`src/rtl/reg_wr_arbiter_if.sv`:
```
// Requester-side bus of the shared-register write arbiter.
interface reg_wr_arbiter_if #(
  parameter int unsigned W = 8,
  parameter int unsigned N = 4
);
  localparam int unsigned IW = $clog2(N);

  logic [N-1:0]   REQ;
  logic [N*W-1:0] WDATA;
  logic [N-1:0]   GNT;
  logic [N-1:0]   ACK;
  logic [IW-1:0]  GID;
  logic           BUSY;
  logic [W-1:0]   Q;

  modport master (
    output REQ, WDATA,
    input  GNT, ACK, GID, BUSY, Q
  );

  modport slave (
    input  REQ, WDATA,
    output GNT, ACK, GID, BUSY, Q
  );
endinterface

```
`src/rtl/reg_wr_arbiter.sv`:
```
// Round-robin write arbiter owning a shared W-bit register.
// One transaction is IDLE -> GRANT -> COMMIT; the register is written on the
// GRANT -> COMMIT edge only if the grantee still holds its request.
module reg_wr_arbiter #(
  parameter int unsigned W = 8,
  parameter int unsigned N = 4
) (
  input  logic            CK,
  input  logic            RST,
  reg_wr_arbiter_if.slave bus
);

  localparam int unsigned IW = $clog2(N);

  typedef enum logic [1:0] {
    IDLE   = 2'd0,
    GRANT  = 2'd1,
    COMMIT = 2'd2
  } state_t;

  state_t          state, state_nxt;
  logic [IW-1:0]   ptr, ptr_nxt;
  logic [IW-1:0]   gid, gid_nxt;
  logic [N-1:0]    gnt, gnt_nxt;
  logic [N-1:0]    ack, ack_nxt;
  logic [W-1:0]    q, q_nxt;
  logic            busy, busy_nxt;

  logic [IW-1:0]   win;
  logic [IW-1:0]   idx;
  logic            win_vld;
  logic [W-1:0]    slice [N];

  // Split the flat data bus into per-requester slices.
  for (genvar gi = 0; gi < N; gi++) begin : g_slice
    assign slice[gi] = bus.WDATA[gi*W +: W];
  end

  // Round-robin scan starting at the priority pointer; first active request wins.
  always_comb begin
    win     = '0;
    win_vld = 1'b0;
    idx     = '0;
    for (int unsigned i = 0; i < N; i++) begin
      idx = IW'((32'(ptr) + i) % N);
      if (!win_vld && bus.REQ[idx]) begin
        win     = idx;
        win_vld = 1'b1;
      end
    end
  end

  // Next-state and next-output logic.
  always_comb begin
    state_nxt = state;
    ptr_nxt   = ptr;
    gid_nxt   = gid;
    gnt_nxt   = gnt;
    ack_nxt   = '0;
    q_nxt     = q;
    case (state)
      IDLE: begin
        if (win_vld) begin
          gnt_nxt   = N'(1) << win;
          gid_nxt   = win;
          state_nxt = GRANT;
        end
      end
      GRANT: begin
        gnt_nxt = '0;
        if (bus.REQ[gid]) begin
          q_nxt     = slice[gid];
          ack_nxt   = N'(1) << gid;
          state_nxt = COMMIT;
        end else begin
          // Grantee withdrew: drop the grant without writing or advancing priority.
          state_nxt = IDLE;
        end
      end
      COMMIT: begin
        ptr_nxt   = (gid == IW'(N - 1)) ? '0 : gid + IW'(1);
        state_nxt = IDLE;
      end
      default: begin
        gnt_nxt   = '0;
        state_nxt = IDLE;
      end
    endcase
    busy_nxt = (state_nxt != IDLE);
  end

  // State and registered outputs, synchronous reset.
  always_ff @(posedge CK) begin
    if (RST) begin
      state <= IDLE;
      ptr   <= '0;
      gid   <= '0;
      gnt   <= '0;
      ack   <= '0;
      q     <= '0;
      busy  <= 1'b0;
    end else begin
      state <= state_nxt;
      ptr   <= ptr_nxt;
      gid   <= gid_nxt;
      gnt   <= gnt_nxt;
      ack   <= ack_nxt;
      q     <= q_nxt;
      busy  <= busy_nxt;
    end
  end

  assign bus.GNT  = gnt;
  assign bus.ACK  = ack;
  assign bus.GID  = gid;
  assign bus.BUSY = busy;
  assign bus.Q    = q;

endmodule
```
`src/flat_wrapper.sv`:
```
// flat-port wrapper written by rule: the top's interface ports become plain ports
module reg_wr_arbiter_flat 
#(
  parameter int unsigned W = 8,
  parameter int unsigned N = 4
)
  (CK, RST, bus_REQ, bus_WDATA, bus_GNT, bus_ACK, bus_GID, bus_BUSY, bus_Q);
  reg_wr_arbiter_if #(.W(W), .N(N)) bus_i ();
  input  logic CK;
  input  logic RST;
  input wire logic [$bits(bus_i.REQ)-1:0] bus_REQ;
  input wire logic [$bits(bus_i.WDATA)-1:0] bus_WDATA;
  output wire logic [$bits(bus_i.GNT)-1:0] bus_GNT;
  output wire logic [$bits(bus_i.ACK)-1:0] bus_ACK;
  output wire logic [$bits(bus_i.GID)-1:0] bus_GID;
  output wire logic [$bits(bus_i.BUSY)-1:0] bus_BUSY;
  output wire logic [$bits(bus_i.Q)-1:0] bus_Q;
  assign bus_i.REQ = bus_REQ;
  assign bus_i.WDATA = bus_WDATA;
  assign bus_GNT = bus_i.GNT;
  assign bus_ACK = bus_i.ACK;
  assign bus_GID = bus_i.GID;
  assign bus_BUSY = bus_i.BUSY;
  assign bus_Q = bus_i.Q;
  reg_wr_arbiter #(.W(W), .N(N)) u_core (.CK(CK), .RST(RST), .bus(bus_i));
endmodule
```
`config.mk`:
```
export PLATFORM = sky130hd
export DESIGN_NAME = reg_wr_arbiter_flat
export DESIGN_NICKNAME = d
export VERILOG_FILES = /design/src/rtl/reg_wr_arbiter_if.sv /design/src/rtl/reg_wr_arbiter.sv /design/src/flat_wrapper.sv
export SDC_FILE = /design/constraint.sdc
export NUM_CORES = 1
export LEC_CHECK = 0
export BUFFER_PORTS_ARGS = -buffer_cell sky130_fd_sc_hd__buf_2
export CORE_UTILIZATION = 40
export CTS_CLUSTER_DIAMETER = 120
export CTS_CLUSTER_SIZE = 40
export DETAILED_ROUTE_END_ITERATION = 10
export GPL_TIMING_DRIVEN = 1
export PLACE_DENSITY = 0.75
export SLEW_MARGIN = 20
export SYNTH_ARGS = -nofsm -noshare
export SYNTH_HDL_FRONTEND = slang
export SYNTH_SLANG_ARGS = --single-unit
```
`constraint.sdc`:
```
create_clock -name CK -period 1.35 [get_ports CK]
set_input_delay 0.27 -clock CK [delete_from_list [all_inputs] [get_ports CK]]
set_output_delay 0.27 -clock CK [all_outputs]
set_load 0.01 [all_outputs]
```
After elaboration in Yosys (flattened, before gate mapping):

Cells that the tools add are included.

* $add $sub $neg: 4
* order comparisons: 6
* equality and inequality tests: 4
* shift-type cells: 2
* muxes and demuxes: 27
* bitwise logic cells: 4
* reductions and logical operators: 12

Operators by type and width (number)
* 8-bit binary-select mux with 2-bit select: 1
* 8-bit two-way mux: 2
* 2-bit by 3-bit less-than comparator with 1-bit output, second input constant: 5
* 2-bit two-way mux: 7
* 1-bit binary-select mux with 2-bit select: 5
* 1-bit two-way mux: 9
* 4-bit one-hot mux with 2 select lines: 1
* 1-bit by 2-bit left shift with 4-bit output, first input constant: 2
* 2-bit AND reduction: 3
* 2-bit by 1-bit adder with 2-bit output, second input constant: 2
* 2-bit adder, second input constant: 2
* 2-bit equality test, second input constant: 2
* 4-bit two-way mux: 1
* 2-bit one-hot mux with 2 select lines: 1
* 3-bit >= comparator, second input constant: 1
* 1-bit logical AND: 3
* 1-bit logical NOT: 3
* 1-bit NOT: 3
* 2-bit NOT with 3-bit output: 1
* 3-bit OR reduction: 1
* 2-bit by 1-bit equality test with 1-bit output, second input constant: 1
* 2-bit logical NOT: 1
* 2-bit by 1-bit != test with 1-bit output, second input constant: 1
* 2-bit nonzero test: 1

* register bits after elaboration: 23
* input port bits: 38

Logic depth before layout (Yosys ltp):

* depth in word-level cells: 15
* gate-level depth with buffers: 6
* gate-level depth less buffers: 4

Least setup slack after synthesis:

Ideal clock, no wire load.

* path type: register to register
* start point: register u_core.gid[0], in the netlist u_core.bus.GID[0]
* end point: register u_core.q[0], in the netlist u_core.bus.Q[0]
* data arrival time: 1.439 ns
* path slack: -0.216 ns
* cell stages (with the launch flop): 6
* buffers on the path: 2
* path through: dfxtp_1 > buf_2 > buf_4 > mux4_2 > mux2i_1 > nor2_1

* cells in the longest elaborated chain, start to end: 4

Ends and longest elaborated chain
* start, declared: line reg_wr_arbiter.sv:23 `logic [IW-1:0] gid, gid_nxt;`
* start signal, assigned: line reg_wr_arbiter.sv:105 `gid <= gid_nxt;`
* 2-bit NOT with 3-bit output (not written as such): line reg_wr_arbiter.sv:72 `q_nxt = slice[gid];`
* 8-bit binary-select mux with 2-bit select: line reg_wr_arbiter.sv:72
* 8-bit two-way mux (not written as such) (2 in series): line reg_wr_arbiter.sv:72
* end signal, assigned: line reg_wr_arbiter.sv:108 `q <= q_nxt;`
* end, declared: line reg_wr_arbiter.sv:26 `logic [W-1:0] q, q_nxt;`

Parallel ways exist; a longest one is shown, timed or not. The select of a mux whose other input is x is not followed.
A chain may end at the register's enable or synchronous reset.

Worst setup path in the final report:

* start point: register u_core.gid[1], in the netlist u_core.bus.GID[1]
* end point: register u_core.q[2], in the netlist u_core.bus.Q[2]

Same word-level chain as after synthesis.

==> flow_summary.toml <==
[finish]
syn2layout_area_growth_pct = 46.38
fin_area_sq_um = 1643
fill_cells = 213
drive_gt1_share_pct = 56.82
final_nets = 216
num_antenna_cells = 0

[pwr]
switchingPower_uw = 421.2
internal_power_mw = 1.076
pwr-share-clk_pct = 20.8
p_comb_share_pct = 29.2
swShare_pct = 28.14
peakVddDrop_mv = 0.5550
p_leak_nw = 0.7225
seq_power_share_pct = 49.9
powerDensity_nw_per_um2 = 911.1

[worst_setup_path]
worstPathRequired_ns = 1.55
worstReg2RegEnd = "u_core.bus.Q[2]"
critPathKind = "reg -> reg"
r2r_start = "u_core.bus.GID[1]"
crit_path_max_fanout = 5
rrSetupSlack_ns = -0.09
cpPeakStageDelay_ns = 0.39
cp_slowest_cell = "or3b_4"
arrival_ns = 1.64
worstPathCellList = "or3b_4, o22ai_4, buf_6, mux2i_2, nor2_1"
critPathLaunchType = "flip-flop"
cp-startpoint = "u_core.bus.GID[1]"
cp-end-kind = "flip-flop"
reg2regPathDepth = 5

[sta]
rsz0062_at_grt = "yes"
period_share_pct = 106.9
finalClockSkew_ns = 0.008793
fin_crit_ns = 1.443
max_freq_mhz = 693.2
setup_viol = 10
finalHoldViolCount = 0
setup_slack_ns = -0.09259
relSlewSlack_pct = 68.96
worstMarginPinSlew_ns = 0.4614
finalMaxSlewViolations = 0

[clock_tree]
clockRootBuffer = "clkbuf_4"
cts_inserted_buffers = 3
clk-insertion-delay-late_ns = 0.31
clock_path_buffers = 2
cts_tree = "built"
clkSinkCount = 23
clkTransAtPathRegs_ns = 0.12
cts_htree_levels = 1

[grt]
grt_use_met3_pct = 2.732
track_usage_pct = 19.73
busiest_layer = "met2"
antenna_found_initial = 0
grtUsageMet2_pct = 38.96
grt_pass1_wl_microns = 4153
grt_util_met1_pct = 19.77
grt_pass1_vias = 1020
grt_max_degree = 13
grt.overflow.total = 0

[floorplanning]
start_util_pct = 43.71
die_h_microns = 54.97
dieArea_sq_um = 3022
core_area_sq_um = 2567
io_pins = 57
dieWidth_microns = 54.97
placement_rows = 18

[yosys]
synth_commonest_cells = "dfxtp_1 (23), nor2_1 (17), mux2i_1 (12)"
ys_ff_latch = 23
syn-num-nets = 147
syn-cell-area_sq_um = 1122
synth_flop_cell = "dfxtp_1"
yosys.area.top_type = "dfxtp_1"
syn_avg_cell_area_sq_um = 10.39
ys_warn_count = 0
synth_top_area_share_pct = 41.03
async_flop_share_pct = 0
synthCells = 108
synth_edf_count = 0
synth.area.top_cells = "dfxtp_1 (41%), mux4_2 (16%), mux2i_1 (11%), nor2_1 (5.7%), o32ai_1 (3.1%)"
yosysMostFrequentCell = "dfxtp_1"
synth.distinct_cells = 26
yosysSeqAreaShare_pct = 41.03

[placement]
place_area_sq_um = 1496
preCtsSetupSlack_ns = -0.1181
numPortBuffers = 56
hpwl_microns = 2256
routabilityCongestion = 0.7770

[route]
final_antenna_net_count = 0
drt_pass1_iterations = 4
via_count = 1105
avgViaCountPerCell = 5.364
drt-total-wl_microns = 3028
drc = 0
wl_per_cell_microns = 14.70
drtIter0Drc = 17

[hold_path]
hold_end = "u_core.ptr[0]"
min_path_type = "in -> reg"
hold_path_depth = 2
min-delay-start = "RST"

[status]
violations = "setup timing"
status = "finished with violations"

[run]
drv_cap = 0
[layer usage]
metal / vias up / share of wire (%) / routed length [microns]
met5: - / 0 / 0
met4: 0 / 0.33 / 10
met3: 2 / 6.7 / 204
met2: 44 / 55 / 1678
met1: 524 / 37 / 1133
li1: 535 / - / -
[placed cells by master (no fill, tap or decap), drive strengths merged, types with 6 or more instances in the layout]
| cell | netlist | layout |
|---|---|---|
| buf | 5 | 71 |
| dfxtp | 23 | 23 |
| nor2 | 17 | 17 |
| mux2i | 12 | 12 |
| mux4 | 8 | 8 |
| nand2 | 7 | 7 |
| a21oi | 6 | 6 |
[worst max path at each step]
stage	endpoint	slack, ns	cells after the start
after CTS	u_core.bus.Q[0]	-0.07	5
after global routing	u_core.bus.Q[2]	-0.13	6
after detailed placement	u_core.bus.GNT[1]	-0.12	4
after global placement	u_core.bus.Q[1]	-0.05	5
final	u_core.bus.Q[2]	-0.09	5
after floorplan	u_core.bus.Q[0]	-0.05	5
[cell families after synthesis]
logic type,share of synthesized area (%)
and+or+nand+nor,16.72
DFF,41.03
muxes,26.76
AOI/OAI and AO/OA,9.811
buffers and inverters,4.571
adders and majority gates,1.115
[sequential cells by signal (all words and copies together), names as in the netlist]
signal and count:
u_core.ptr 2, u_core.bus.BUSY 1, u_core.bus.GID 2, u_core.bus.Q 8, u_core.bus.GNT 4, u_core.bus.ACK 4, u_core.state 2
[final cells by class]
cell class	count	area, sq um	area share [%]
well taps	30	37.54	2.285
flip-flops and latches	23	470.5	28.64
multi-input cells	76	684.4	41.66
repair buffers	71	416.7	25.36
inverters	2	7.507	0.4570
clock buffers	4	26.28	1.599
[repair_timing]
action                     CTS  global route
setup buffers                3             0
hold buffers                 0             0
setup endpoints to repair   11            14
resized for setup           15             5
pin swaps                    3             0
gates cloned                 1             0
[per-stage QoR]
stage / TNS [ns] / instances / util, % / hold slack (ns) / power, mW
final: -0.5401 / 206 / 63.99 / 0.2376 / 1.497
after global routing: -1.079 / 206 / 63.99 / 0.2228 / 1.581
after CTS: -0.4245 / 206 / 63.11 / 0.2257 / 1.496
after detailed placement: -0.9117 / 198 / 58.28 / 0.4593 / 1.135
after global placement: -0.3569 / 198 / 58.28 / 0.4609 / 1.119
after floorplan: -0.3307 / 108 / - / 0.4452 / 0.9846
[power groups by stage]
| stage | clock network (mW) | registers (mW) | logic, mW |
|---|---|---|---|
| after floorplan | 0 | 0.774 | 0.210 |
| after global placement | 0 | 0.758 | 0.361 |
| after detailed placement | 0 | 0.761 | 0.375 |
| after CTS | 0.324 | 0.746 | 0.427 |
| after global routing | 0.356 | 0.751 | 0.473 |
| final | 0.312 | 0.747 | 0.438 |
[critical path, delay by kind of cell, from the launching register on]
family          cells  cell delay (ns)
simple gates        2             0.46
mux                 1             0.21
compound gates      1             0.15
flops               1             0.35
buf+inv             1             0.17
Note: power is estimated with default switching activity, not from simulation.
